$ cat config.mk
export PLATFORM = sky130hd
export DESIGN_NAME = inertial_seq
export DESIGN_NICKNAME = d
export VERILOG_FILES = /design/src/rtl/inertial_pkg.sv /design/src/rtl/inertial_seq.sv
export SDC_FILE = /design/constraint.sdc
export NUM_CORES = 1
export LEC_CHECK = 0
export BUFFER_PORTS_ARGS = -buffer_cell sky130_fd_sc_hd__buf_2
export CORE_UTILIZATION = 50
export CTS_BUF_LIST = sky130_fd_sc_hd__clkbuf_4
export DETAILED_ROUTE_END_ITERATION = 10
export GPL_TIMING_DRIVEN = 0
export PLACE_DENSITY = 0.73
export SLEW_MARGIN = 20
export SYNTH_ARGS = -nofsm -noshare
export SYNTH_HDL_FRONTEND = slang
export SYNTH_SLANG_ARGS = --single-unit
$ cat constraint.sdc
create_clock -name clk -period 2 [get_ports clk]
set_clock_uncertainty 0.05 [all_clocks]
set_input_delay 0.2 -clock clk [delete_from_list [all_inputs] [get_ports clk]]
set_output_delay 0.2 -clock clk [all_outputs]
set_load 0.05 [all_outputs]
$ cat src/rtl/inertial_pkg.sv
// rtl/inertial_pkg.sv - shared states, config words and read addresses for the inertial sequencer
package inertial_pkg;

    typedef enum logic [2:0] {
        INIT_WAIT,
        CFG,
        WAIT_INT,
        RD,
        UPDATE
    } state_t;

    // INT enable, accel 208Hz, gyro 208Hz, rounding
    localparam logic [15:0] CFG_CMD [0:3] = '{16'h0D02, 16'h1053, 16'h1150, 16'h1460};

    localparam logic [7:0] RD_PTCH_LO = 8'hA2;
    localparam logic [7:0] RD_PTCH_HI = 8'hA3;
    localparam logic [7:0] RD_AZ_LO   = 8'hAC;
    localparam logic [7:0] RD_AZ_HI   = 8'hAD;

    function automatic logic [15:0] rd_cmd(input logic [1:0] step);
        logic [7:0] addr;
        case (step)
            2'd0:    addr = RD_PTCH_LO;
            2'd1:    addr = RD_PTCH_HI;
            2'd2:    addr = RD_AZ_LO;
            default: addr = RD_AZ_HI;
        endcase
        return {addr, 8'h00};
    endfunction

endpackage

$ cat src/rtl/inertial_seq.sv
// rtl/inertial_seq.sv - SPI command sequencer: power-up wait, sensor config, INT-driven 4-byte reads
module inertial_seq
    import inertial_pkg::*;
#(
    parameter int INIT_CNT_W = 16
) (
    input  logic        clk,
    input  logic        rst_n,
    input  logic        INT,
    input  logic        done,
    input  logic [15:0] rd_data,
    output logic [15:0] cmd,
    output logic        wrt,
    output logic [15:0] ptch_rt,
    output logic [15:0] AZ,
    output logic        vld
);

    state_t                  state_q;
    logic [INIT_CNT_W-1:0]   cnt_q;
    logic                    int_s1_q;
    logic                    int_s2_q;
    logic [1:0]              step_q;
    logic                    guard_q;
    logic [7:0]              stg_ptch_lo_q;
    logic [7:0]              stg_ptch_hi_q;
    logic [7:0]              stg_az_lo_q;
    logic [15:0]             cmd_q;
    logic [15:0]             ptch_q;
    logic [15:0]             az_q;
    logic                    wrt_q;
    logic                    vld_q;

    logic [1:0]              step_nx;
    logic                    done_seen;

    assign step_nx   = step_q + 2'd1;
    // The master's done is stale during the wrt cycle and the one after it.
    assign done_seen = done && !wrt_q && !guard_q;

    always_ff @(posedge clk or negedge rst_n) begin
        if (!rst_n) begin
            state_q       <= INIT_WAIT;
            cnt_q         <= '0;
            int_s1_q      <= 1'b0;
            int_s2_q      <= 1'b0;
            step_q        <= 2'd0;
            guard_q       <= 1'b0;
            stg_ptch_lo_q <= 8'h00;
            stg_ptch_hi_q <= 8'h00;
            stg_az_lo_q   <= 8'h00;
            cmd_q         <= 16'h0000;
            ptch_q        <= 16'h0000;
            az_q          <= 16'h0000;
            wrt_q         <= 1'b0;
            vld_q         <= 1'b0;
        end else begin
            int_s1_q <= INT;
            int_s2_q <= int_s1_q;
            wrt_q    <= 1'b0;
            vld_q    <= 1'b0;
            guard_q  <= wrt_q;
            case (state_q)
                INIT_WAIT: begin
                    if (&cnt_q) begin
                        state_q <= CFG;
                        step_q  <= 2'd0;
                        cmd_q   <= CFG_CMD[0];
                        wrt_q   <= 1'b1;
                    end else begin
                        cnt_q <= cnt_q + 1'b1;
                    end
                end
                CFG: begin
                    if (done_seen) begin
                        if (step_q == 2'd3) begin
                            state_q <= WAIT_INT;
                        end else begin
                            step_q <= step_nx;
                            cmd_q  <= CFG_CMD[step_nx];
                            wrt_q  <= 1'b1;
                        end
                    end
                end
                WAIT_INT: begin
                    if (int_s2_q) begin
                        state_q <= RD;
                        step_q  <= 2'd0;
                        cmd_q   <= rd_cmd(2'd0);
                        wrt_q   <= 1'b1;
                    end
                end
                RD: begin
                    if (done_seen) begin
                        case (step_q)
                            2'd0:    stg_ptch_lo_q <= rd_data[7:0];
                            2'd1:    stg_ptch_hi_q <= rd_data[7:0];
                            2'd2:    stg_az_lo_q   <= rd_data[7:0];
                            default: ;
                        endcase
                        if (step_q == 2'd3) begin
                            // Last byte goes straight to the outputs so both words update on one edge.
                            state_q <= UPDATE;
                            ptch_q  <= {stg_ptch_hi_q, stg_ptch_lo_q};
                            az_q    <= {rd_data[7:0], stg_az_lo_q};
                            vld_q   <= 1'b1;
                        end else begin
                            step_q <= step_nx;
                            cmd_q  <= rd_cmd(step_nx);
                            wrt_q  <= 1'b1;
                        end
                    end
                end
                UPDATE: begin
                    state_q <= WAIT_INT;
                end
                default: begin
                    state_q <= INIT_WAIT;
                end
            endcase
        end
    end

    assign cmd     = cmd_q;
    assign wrt     = wrt_q;
    assign ptch_rt = ptch_q;
    assign AZ      = az_q;
    assign vld     = vld_q;

endmodule

==> results of run 1 <==
[power by group through the flow]
stage          sequential [mW]  combinational, mW  clock (mW)
6_report                  2.93               3.60        1.09
5_1_grt                   3.01               3.81        1.19
4_1_cts                   2.93               3.61        1.13
3_5_place_dp              2.97               3.58           0
3_3_place_gp              2.93               3.52           0
2_1_floorplan             4.18               1.59           0
[layout make-up]
type | instances | area share [%]
Sequential cell | 92 | 48.98
Multi-Input combinational cell | 161 | 32.69
Clock inverter | 7 | 1.863
Buffer | 15 | 2.688
Timing Repair Buffer | 68 | 8.837
Tap cell | 102 | 2.715
Inverter | 10 | 0.7985
Clock buffer | 9 | 1.437
[cells in the mapped netlist (2+ instances only)]
library cell	count	area, um^2
mux2_2	27	304.0
a32o_1	6	60.06
nand3_1	8	40.04
nand2_1	9	33.78
nor2b_1	4	25.02
nand2_2	4	25.02
and3_1	2	12.51
xnor2_1	12	105.1
ha_1	7	87.58
nor2_1	9	33.78
inv_1	9	33.78
buf_6	5	56.30
buf_2	2	10.01
dfrtp_1	92	2302
mux2_4	30	450.4
nor3_1	3	15.01
buf_4	8	60.06
a21oi_1	3	15.01
nand4_1	4	25.02
o21ai_0	2	10.01
xor2_1	5	43.79
a2bb2oi_2	2	30.03
[timing repair]
| action | CTS | global route |
|---|---|---|
| gates resized for setup | 0 | 3 |
| hold buffers | 10 | 0 |
| buffers inserted | 0 | 0 |
| hold endpoints to repair | 78 | 0 |
| endpoints found under the setup margin | 0 | 38 |
[kinds of logic (layout without fill, tap and decap cells)]
family	after synthesis	after routing	share of synthesized area (%)
AOI/OAI and AO/OA	21	21	4.470
muxes	58	58	19.23
DFF	92	92	57.92
buffers and inverters	25	109	4.123
other	1	4	0.09434
adders and majority gates	7	7	2.203
xor gates and xnor gates	17	17	3.746
and+or+nand+nor	54	54	8.215
[flip-flops by register name (all words and copies together), names as in the netlist]
register,count
int_s2_q,1
stg_az_lo_q,8
step_q,2
state_q,3
AZ,16
stg_ptch_hi_q,8
cmd,10
wrt,1
ptch_rt,16
vld,1
guard_q,1
int_s1_q,1
cnt_q,16
stg_ptch_lo_q,8
[worst max-delay path, stage by stage (launching register included)]
cell and delay (ps):
dfrtp_1 470, ha_1 270, inv_1 100, nand3_1 90
a21oi_2 300, buf_2 290, nor3_1 70, a31oi_1 160
[worst paths after layout]
path,start,endpoint,slack (ps),cells past startpoint
setup / recovery,step_q[0],cmd[10],140,7
hold / removal,rst_n,ptch_rt[1],260,2
setup reg to reg,step_q[0],cmd[10],140,7
hold reg to reg,int_s1_q,int_s2_q,340,0
max in group asynchronous,rst_n,stg_ptch_hi_q[0],990,3
min in group clk,done,state_q[0],300,5
[stage by stage]
step / util [%] / cells / TNS, ps / hold slack (ps)
2_1_floorplan: - / 278 / 0 / -145.6
3_3_place_gp: 56.93 / 437 / -11560 / 260.7
3_5_place_dp: 57.32 / 438 / 0 / 196.1
4_1_cts: 60.62 / 464 / 0 / 234.9
5_1_grt: 60.83 / 464 / 0 / 301.5
6_report: 60.83 / 464 / 0 / 256.2
[routing by layer]
layer | global-route usage [%] | wire, um | vias to the layer above
met2 | 28.79 | 3346 | 43
met5 | 0 | 0 | -
met1 | 25.17 | 3239 | 1199
li1 | - | - | 1111
met3 | 3.853 | 222 | 9
met4 | 7.275 | 122 | 0
==> reports/metrics.yaml, run 1 <==
timing:
  fin_ws_ps: 143.7
  slew_headroom_pct: 60.33
  min_period_ps: 1856
  timing.fmax_mhz: 538.7
  worstMarginPinSlew_ps: 595.0
  slew_viol_final: 0
  min_period_over_period_pct: 92.82
  rsz0062_at_grt: "false"
  setup_violations: 0
  finalHoldViolations: 0
power:
  switchingPower_mw: 3.345
  swShare_pct: 43.93
  p_int_mw: 4.270
  ir_drop_v: 0.0008001
  cellLeakagePower_nw: 2.418
  total_power_mw: 7.616
  powerDensity_nw_per_um2: 1620
  comb_power_share_pct: 47.2
  pwr-share-seq_pct: 38.4
  power_frac_clock_pct: 14.4
critical_path:
  critical_path_class: "flip-flop to flip-flop"
  cp-start-kind: "flip-flop"
  crit_fanout: 10
  cp-end-kind: "flip-flop"
  crit_required_ps: 2320
  cp.arrival_ps: 2180
cells_and_area:
  drive_above_1_share_pct: 45.30
  nNetsFinal: 384
  final_cell_mix: "dfrtp_1, buf_2, mux2_4"
  postLayoutCellArea_um2: 4701
  area_growth_pct: 18.26
  nFillCells: 609
  multiInputGateArea_um2: 1536
  diodes: 0
  final_common_cell: "dfrtp_1"
  seq_area_um2: 2302
drt:
  wl_per_cell_um: 14.94
  via_per_inst: 5.091
  dr.pass1.iters: 4
  wl_mm: 6.930
  vias: 2362
  drc: 0
  drt_first_iter_violations: 73
  ant_nets: 0
clocking:
  numCtsBuffers: 9
  clock_tree.buffer_depth: 2
  clock_latency_ps: 440
  ctsHtreeMaxLevel: 3
  root_buffer: "clkbuf_4"
  cts_sinks: 92
  cts_tree: "yes"
  clk_pin_slew_worst_paths_ps: 170
die:
  core_area_um2: 7727
  start_util_pct: 51.44
  dieArea_um2: 8311
  die_h_um: 91.17
  num_rows: 32
  die_w_um: 91.17
  pin_count: 70
job:
  drv_cap: 0
yosys:
  ys_async_sr_fraction_pct: 100.0
  ys_seq_area_share_pct: 57.92
  ys_ff_latch: 92
  synth_area_um2: 3975
  synth_edf_count: 0
  yosysWarnings: 0
  synthDistinctLibCells: 44
  synth_area_per_cell_um2: 14.45
  synth_ff_type: "dfrtp_1"
  synthCells: 275
grt:
  overflow: 0
  grt_max_degree: 48
  grt_pass1_vias: 2421
  grt_pass1_wl_mm: 11.82
  grt_usage_pct: 18.38
  antenna_found_initial: 0
placed_design:
  dp_slack_ps: 100.9
  io_buffer_count: 57
  dp_hpwl_mm: 4.620
  dpl_cell_area_um2: 4429
  finalWeightedCongestion: 0.7853
status:
  status: "completed"
min_path:
  min_path_type: "primary input to asynchronous set/reset pin"
Power figures use the tool's default switching activity.
==> run 2: changes to the inputs <==
--- a/config.mk
+++ b/config.mk
@@ -5,7 +5,7 @@
 export SDC_FILE = /design/constraint.sdc
 export NUM_CORES = 1
 export LEC_CHECK = 0
-export BUFFER_PORTS_ARGS = -buffer_cell sky130_fd_sc_hd__buf_2
+export BUFFER_PORTS_ARGS = -buffer_cell sky130_fd_sc_hd__buf_4
 export CORE_UTILIZATION = 50
 export CTS_BUF_LIST = sky130_fd_sc_hd__clkbuf_4
 export DETAILED_ROUTE_END_ITERATION = 10
==> reports/metrics.yaml, run 2 (synthesized netlist as in run 1, its figures left out) <==
critical_path:
  cp.arrival_ps: 2180  # about the same
  cp-end-kind: "flip-flop"  # unchanged
  crit_required_ps: 2290  # was 2320 ps
  cp-start-kind: "flip-flop"  # unchanged
  critical_path_class: "flip-flop to flip-flop"  # unchanged
  crit_fanout: 8  # was 10
drt:
  drc: 0  # unchanged
  ant_nets: 0  # unchanged
  wl_per_cell_um: 14.82  # was 14.94 um
  vias: 2358  # was 2,362
  dr.pass1.iters: 4  # unchanged
  via_per_inst: 5.093  # was 5.091
  drt_first_iter_violations: 104  # was 73
  wl_mm: 6.862  # was 6.930 mm
die:
  dieArea_um2: 8311  # unchanged
  start_util_pct: 51.44  # unchanged
  core_area_um2: 7727  # unchanged
  num_rows: 32  # unchanged
  pin_count: 70  # unchanged
  die_h_um: 91.17  # unchanged
  die_w_um: 91.17  # unchanged
grt:
  antenna_found_initial: 0  # unchanged
  grt_max_degree: 93  # was 48
  overflow: 0  # unchanged
  grt_pass1_wl_mm: 11.62  # was 11.82 mm
  grt_pass1_vias: 2400  # was 2,421
  grt_usage_pct: 17.95  # was 18.38%
clocking:
  ctsHtreeMaxLevel: 3  # unchanged
  clock_latency_ps: 450  # was 440 ps
  numCtsBuffers: 9  # unchanged
  clock_tree.buffer_depth: 2  # unchanged
  cts_sinks: 92  # unchanged
  root_buffer: "clkbuf_4"  # unchanged
  postCtsSetupBuffers: 0  # unchanged
  clk_pin_slew_worst_paths_ps: 170  # about the same
  cts_tree: "yes"  # unchanged
timing:
  slew_viol_final: 0  # unchanged
  min_period_ps: 1891  # was 1856 ps
  fin_ws_ps: 108.5  # was 143.7 ps
  finalHoldViolations: 0  # unchanged
  timing.fmax_mhz: 528.7  # was 538.7 MHz
  rsz0062_at_grt: "false"  # unchanged
  min_period_over_period_pct: 94.57  # was 92.82%
  slew_headroom_pct: 46.12  # was 60.33%
  worstMarginPinSlew_ps: 808.3  # was 595.0 ps
  setup-tns-final_ps: 0  # unchanged
  setup_violations: 0  # unchanged
power:
  total_power_mw: 7.720  # was 7.616 mW
  cellLeakagePower_nw: 2.421  # was 2.418 nW
  ir_drop_v: 0.0008378  # was 0.0008001 V
  powerDensity_nw_per_um2: 1613  # was 1620 nW/um^2
min_path:
  min_path_type: "primary input to asynchronous set/reset pin"  # unchanged
cells_and_area:
  nNetsFinal: 383  # was 384
  area_growth_pct: 20.43  # was 18.26%
  postLayoutCellArea_um2: 4787  # was 4701 um^2
  nFillCells: 611  # was 609
  fin_cells: 463  # was 464
  final_cell_mix: "dfrtp_1, buf_4, mux2_4"  # was dfrtp_1, buf_2, mux2_4
  drive_above_1_share_pct: 44.88  # was 45.30%
  final_common_cell: "dfrtp_1"  # unchanged
  diodes: 0  # unchanged
placed_design:
  finalWeightedCongestion: 0.7732  # was 0.7853
  io_buffer_count: 57  # unchanged
  dp_slack_ps: 91.70  # was 100.9 ps
  dpl.cell_count: 437  # was 438
  dpl_cell_area_um2: 4546  # was 4429 um^2
  dp_hpwl_mm: 4.660  # was 4.620 mm
job:
  drv_cap: 0  # unchanged
status:
  status: "completed"  # unchanged
==> run 2: power breakdown <==
| part | leakage (nW) | internal, mW | switching (mW) |
|---|---|---|---|
| sequential | 1.18 | 2.54 | 0.410 |
| clock | 0.0731 | 0.287 | 0.678 |
| combinational | 1.17 | 1.54 | 2.27 |
| total | 2.42 | 4.36 | 3.36 |
==> run 2: worst max-delay path, cell delays in order (launching register included) <==
cell,delay [ps]
dfrtp_1,430
ha_1,240
nand4_1,220
nor3_4,70
and2b_2,230
nor2_2,300
inv_2,120
a2bb2oi_2,140
==> run 2: area by class of cell <==
cell class | count | area, um^2 | area share (%)
Multi-Input combinational cell | 161 | 1525 | 31.86
Clock buffer | 9 | 67.56 | 1.411
Tap cell | 102 | 127.6 | 2.666
Inverter | 10 | 37.54 | 0.7841
Clock inverter | 7 | 68.82 | 1.438
Timing Repair Buffer | 67 | 531.8 | 11.11
Buffer | 15 | 126.4 | 2.640
Sequential cell | 92 | 2302 | 48.09
==> run 2: layer usage <==
metal | up-vias | wire length (um) | global-route usage [%]
met5 | - | 0 | 0
met4 | 0 | 139 | 7.804
met3 | 12 | 177 | 3.015
met2 | 45 | 3288 | 28.47
met1 | 1196 | 3256 | 24.45
li1 | 1105 | - | -
==> run 2: path summary, 6_finish.rpt <==
| check | startpoint | to | slack [ps] | cells after the start |
|---|---|---|---|---|
| max | cnt_q[0] | cmd[8] | 110 | 7 |
| min | rst_n | AZ[1] | 290 | 2 |
| max reg2reg | cnt_q[0] | cmd[8] | 110 | 7 |
| min reg2reg | int_s1_q | int_s2_q | 320 | 0 |
| max in group asynchronous | rst_n | cnt_q[12] | 1000 | 2 |
| min in group clk | done | state_q[0] | 310 | 5 |
==> run 2: stage by stage <==
stage | hold slack, ps | utilization (%)
detailed placement | 264.6 | 58.82
CTS | 297.9 | 61.88
global placement | 259.9 | 58.78
global route | 342.5 | 61.95
floorplan | -145.6 | -
finish | 288.8 | 61.95
==> run 2: repair_timing <==
| action | in CTS | in global routing |
|---|---|---|
| hold endpoints to repair | 125 | 0 |
| resized for setup | 0 | 1 |
| endpoints found under the setup margin | 0 | 32 |
| hold buffers | 10 | 0 |
==> run 3: changes to the inputs <==
--- a/config.mk
+++ b/config.mk
@@ -6,11 +6,12 @@
 export NUM_CORES = 1
 export LEC_CHECK = 0
 export BUFFER_PORTS_ARGS = -buffer_cell sky130_fd_sc_hd__buf_4
-export CORE_UTILIZATION = 50
+export CORE_UTILIZATION = 58
 export CTS_BUF_LIST = sky130_fd_sc_hd__clkbuf_4
+export CTS_CLUSTER_DIAMETER = 40
 export DETAILED_ROUTE_END_ITERATION = 10
 export GPL_TIMING_DRIVEN = 0
-export PLACE_DENSITY = 0.73
+export PLACE_DENSITY = 0.82
 export SLEW_MARGIN = 20
 export SYNTH_ARGS = -nofsm -noshare
 export SYNTH_HDL_FRONTEND = slang
==> reports/metrics.yaml, run 3 (synthesized netlist as in run 1, its figures left out) <==
power:
  cellLeakagePower_nw: 2.419  # was 2.421 nW
  ir_drop_v: 0.0009284  # was 0.0008378 V
  powerDensity_nw_per_um2: 1636  # was 1613 nW/um^2
drt:
  drt_first_iter_violations: 106  # was 104
  wl_mm: 6.711  # was 6.862 mm
  drc: 0  # unchanged
  vias: 2292  # was 2,358
  dr.pass1.iters: 6  # was 4
  wl_per_cell_um: 15.32  # was 14.82 um
  ant_nets: 0  # unchanged
  via_per_inst: 5.233  # was 5.093
placed_design:
  io_buffer_count: 57  # unchanged
  finalWeightedCongestion: 0.8051  # was 0.7732
  dpl.cell_count: 412  # was 437
  dp_hpwl_mm: 4.590  # was 4.660 mm
job:
  drv_cap: 0  # unchanged
grt:
  grt_usage_pct: 21.32  # was 17.95%
  grt_pass1_wl_mm: 11.70  # was 11.62 mm
  antenna_found_initial: 0  # unchanged
  grt_max_degree: 93  # unchanged
  overflow: 0  # unchanged
  grt_pass1_vias: 2428  # was 2,400
critical_path:
  slowest_stage: "dfrtp_1"  # unchanged
  cp.depth: 7  # unchanged
  cp-end-kind: "flip-flop"  # unchanged
  cp_top_family: "simple AND/OR/NAND/NOR gates"  # unchanged
  crit_buf_inv: 1  # unchanged
  crit_fanout: 8  # unchanged
  crit_start: "cnt_q[0]"  # unchanged
  cp.arrival_ps: 2150  # was 2180 ps
  worstReg2RegStart: "cnt_q[0]"  # unchanged
  r2r.worst_path.cells: 7  # unchanged
  cp-start-kind: "flip-flop"  # unchanged
  critical_path_class: "flip-flop to flip-flop"  # unchanged
  slowest_delay_ps: 430  # about the same
  crit_required_ps: 2280  # was 2290 ps
  path_cells: "ha_1 > nand4_1 > nor3_4 > and2b_2 > nor2_2 > inv_2 > a2bb2oi_2"  # unchanged
die:
  core_area_um2: 6495  # was 7727 um^2
  die_h_um: 84.79  # was 91.17 um
  pin_count: 70  # unchanged
  num_rows: 29  # was 32
  dieArea_um2: 7189  # was 8311 um^2
  start_util_pct: 61.20  # was 51.44%
  die_w_um: 84.79  # was 91.17 um
timing:
  min_period_ps: 1872  # was 1891 ps
  finalHoldViolations: 0  # unchanged
  min_period_over_period_pct: 93.59  # was 94.57%
  worstMarginPinSlew_ps: 791.3  # was 808.3 ps
  setup_violations: 0  # unchanged
  setup-tns-final_ps: 0  # unchanged
  timing.fmax_mhz: 534.3  # was 528.7 MHz
  rsz0062_at_grt: "false"  # unchanged
  slew_headroom_pct: 47.25  # was 46.12%
  slew_viol_final: 0  # unchanged
status:
  status: "completed"  # unchanged
min_path:
  min_path_type: "flip-flop to flip-flop"  # was primary input to asynchronous set/reset pin
  hp-start: "int_s1_q"
  hold_depth: 0
cells_and_area:
  final_common_cell: "dfrtp_1"  # unchanged
  drive_above_1_share_pct: 44.88  # unchanged
  diodes: 0  # unchanged
  final_cell_mix: "dfrtp_1, buf_4, mux2_4"  # unchanged
  fin_cells: 438  # was 463
  final_core_util_pct: 73.40  # was 61.95%
  area_growth_pct: 19.92  # was 20.43%
  nFillCells: 437  # was 611
  nNetsFinal: 383  # unchanged
clocking:
  cts_sinks: 92  # unchanged
  numCtsBuffers: 9  # unchanged
  ctsHtreeMaxLevel: 3  # unchanged
  clock_tree.buffer_depth: 2  # unchanged
  clock_latency_ps: 430  # was 450 ps
  postCtsSetupBuffers: 0  # unchanged
  root_buffer: "clkbuf_4"  # unchanged
  cts_tree: "yes"  # unchanged
  clk_pin_slew_worst_paths_ps: 140  # was 170 ps
-- run 3: cell count changes in the layout (fill, tap and decap cells not counted) --
| cell | before | now |
|---|---|---|
| inv_8 | 2 | 1 |
| bufinv_16 | 0 | 1 |
| clkinv_2 | 1 | 0 |
| clkbuf_4 | 9 | 10 |
| clkinv_4 | 1 | 0 |
| clkinv_8 | 1 | 0 |
| clkinvlp_4 | 1 | 3 |
-- run 3: final timing paths --
kind	to	slack [ps]
max	cmd[8]	130
max reg2reg	cmd[8]	130
min in group asynchronous	cnt_q[9]	340
min	int_s2_q	310
min reg2reg	int_s2_q	310
max in group asynchronous	stg_ptch_hi_q[6]	1040
-- run 3: what timing repair did --
item	in CTS	in global routing
hold buffers	10	0
hold endpoints to repair	125	0
endpoints found under the setup margin	0	35
resized for setup	0	1
-- run 3: per-stage QoR --
stage / hold WS (ps) / total power, mW / setup slack, ps / instance area [um^2]
floorplan: -145.6 / 5.764 / 89.36 / 3986
global route: 314.2 / 8.217 / 7.716 / 4767
global placement: 259.3 / 6.673 / 68.30 / 4511
detailed placement: 261.8 / 6.791 / 46.85 / 4511
CTS: 316.9 / 7.845 / 14.67 / 4758
finish: 308.0 / 7.798 / 128.3 / 4767
-- run 3: metal layers --
metal	wire, um	part of all wire, %	GRT usage (%)	vias to the layer above
met3	195	2.9	3.638	12
met1	3184	47	29.19	1121
met5	0	0	0	-
met4	149	2.2	10.79	0
li1	-	-	-	1109
met2	3183	47	33.26	50
-- run 3: power breakdown --
group          switching (mW)  internal, mW
logic                    2.25          1.54
clock network           0.640         0.408
registers               0.422          2.54
total                    3.31          4.49
-- run 3: area by class of cell --
cell class | count | area, um^2 | area share, %
plain buffers | 15 | 126.4 | 2.651
clock buffers | 10 | 75.07 | 1.575
clock inverters | 6 | 72.57 | 1.522
inverters | 10 | 37.54 | 0.7874
multi-input cells | 161 | 1525 | 31.99
flip-flops and latches | 92 | 2302 | 48.29
well taps | 77 | 96.34 | 2.021
repair buffers | 67 | 531.8 | 11.15
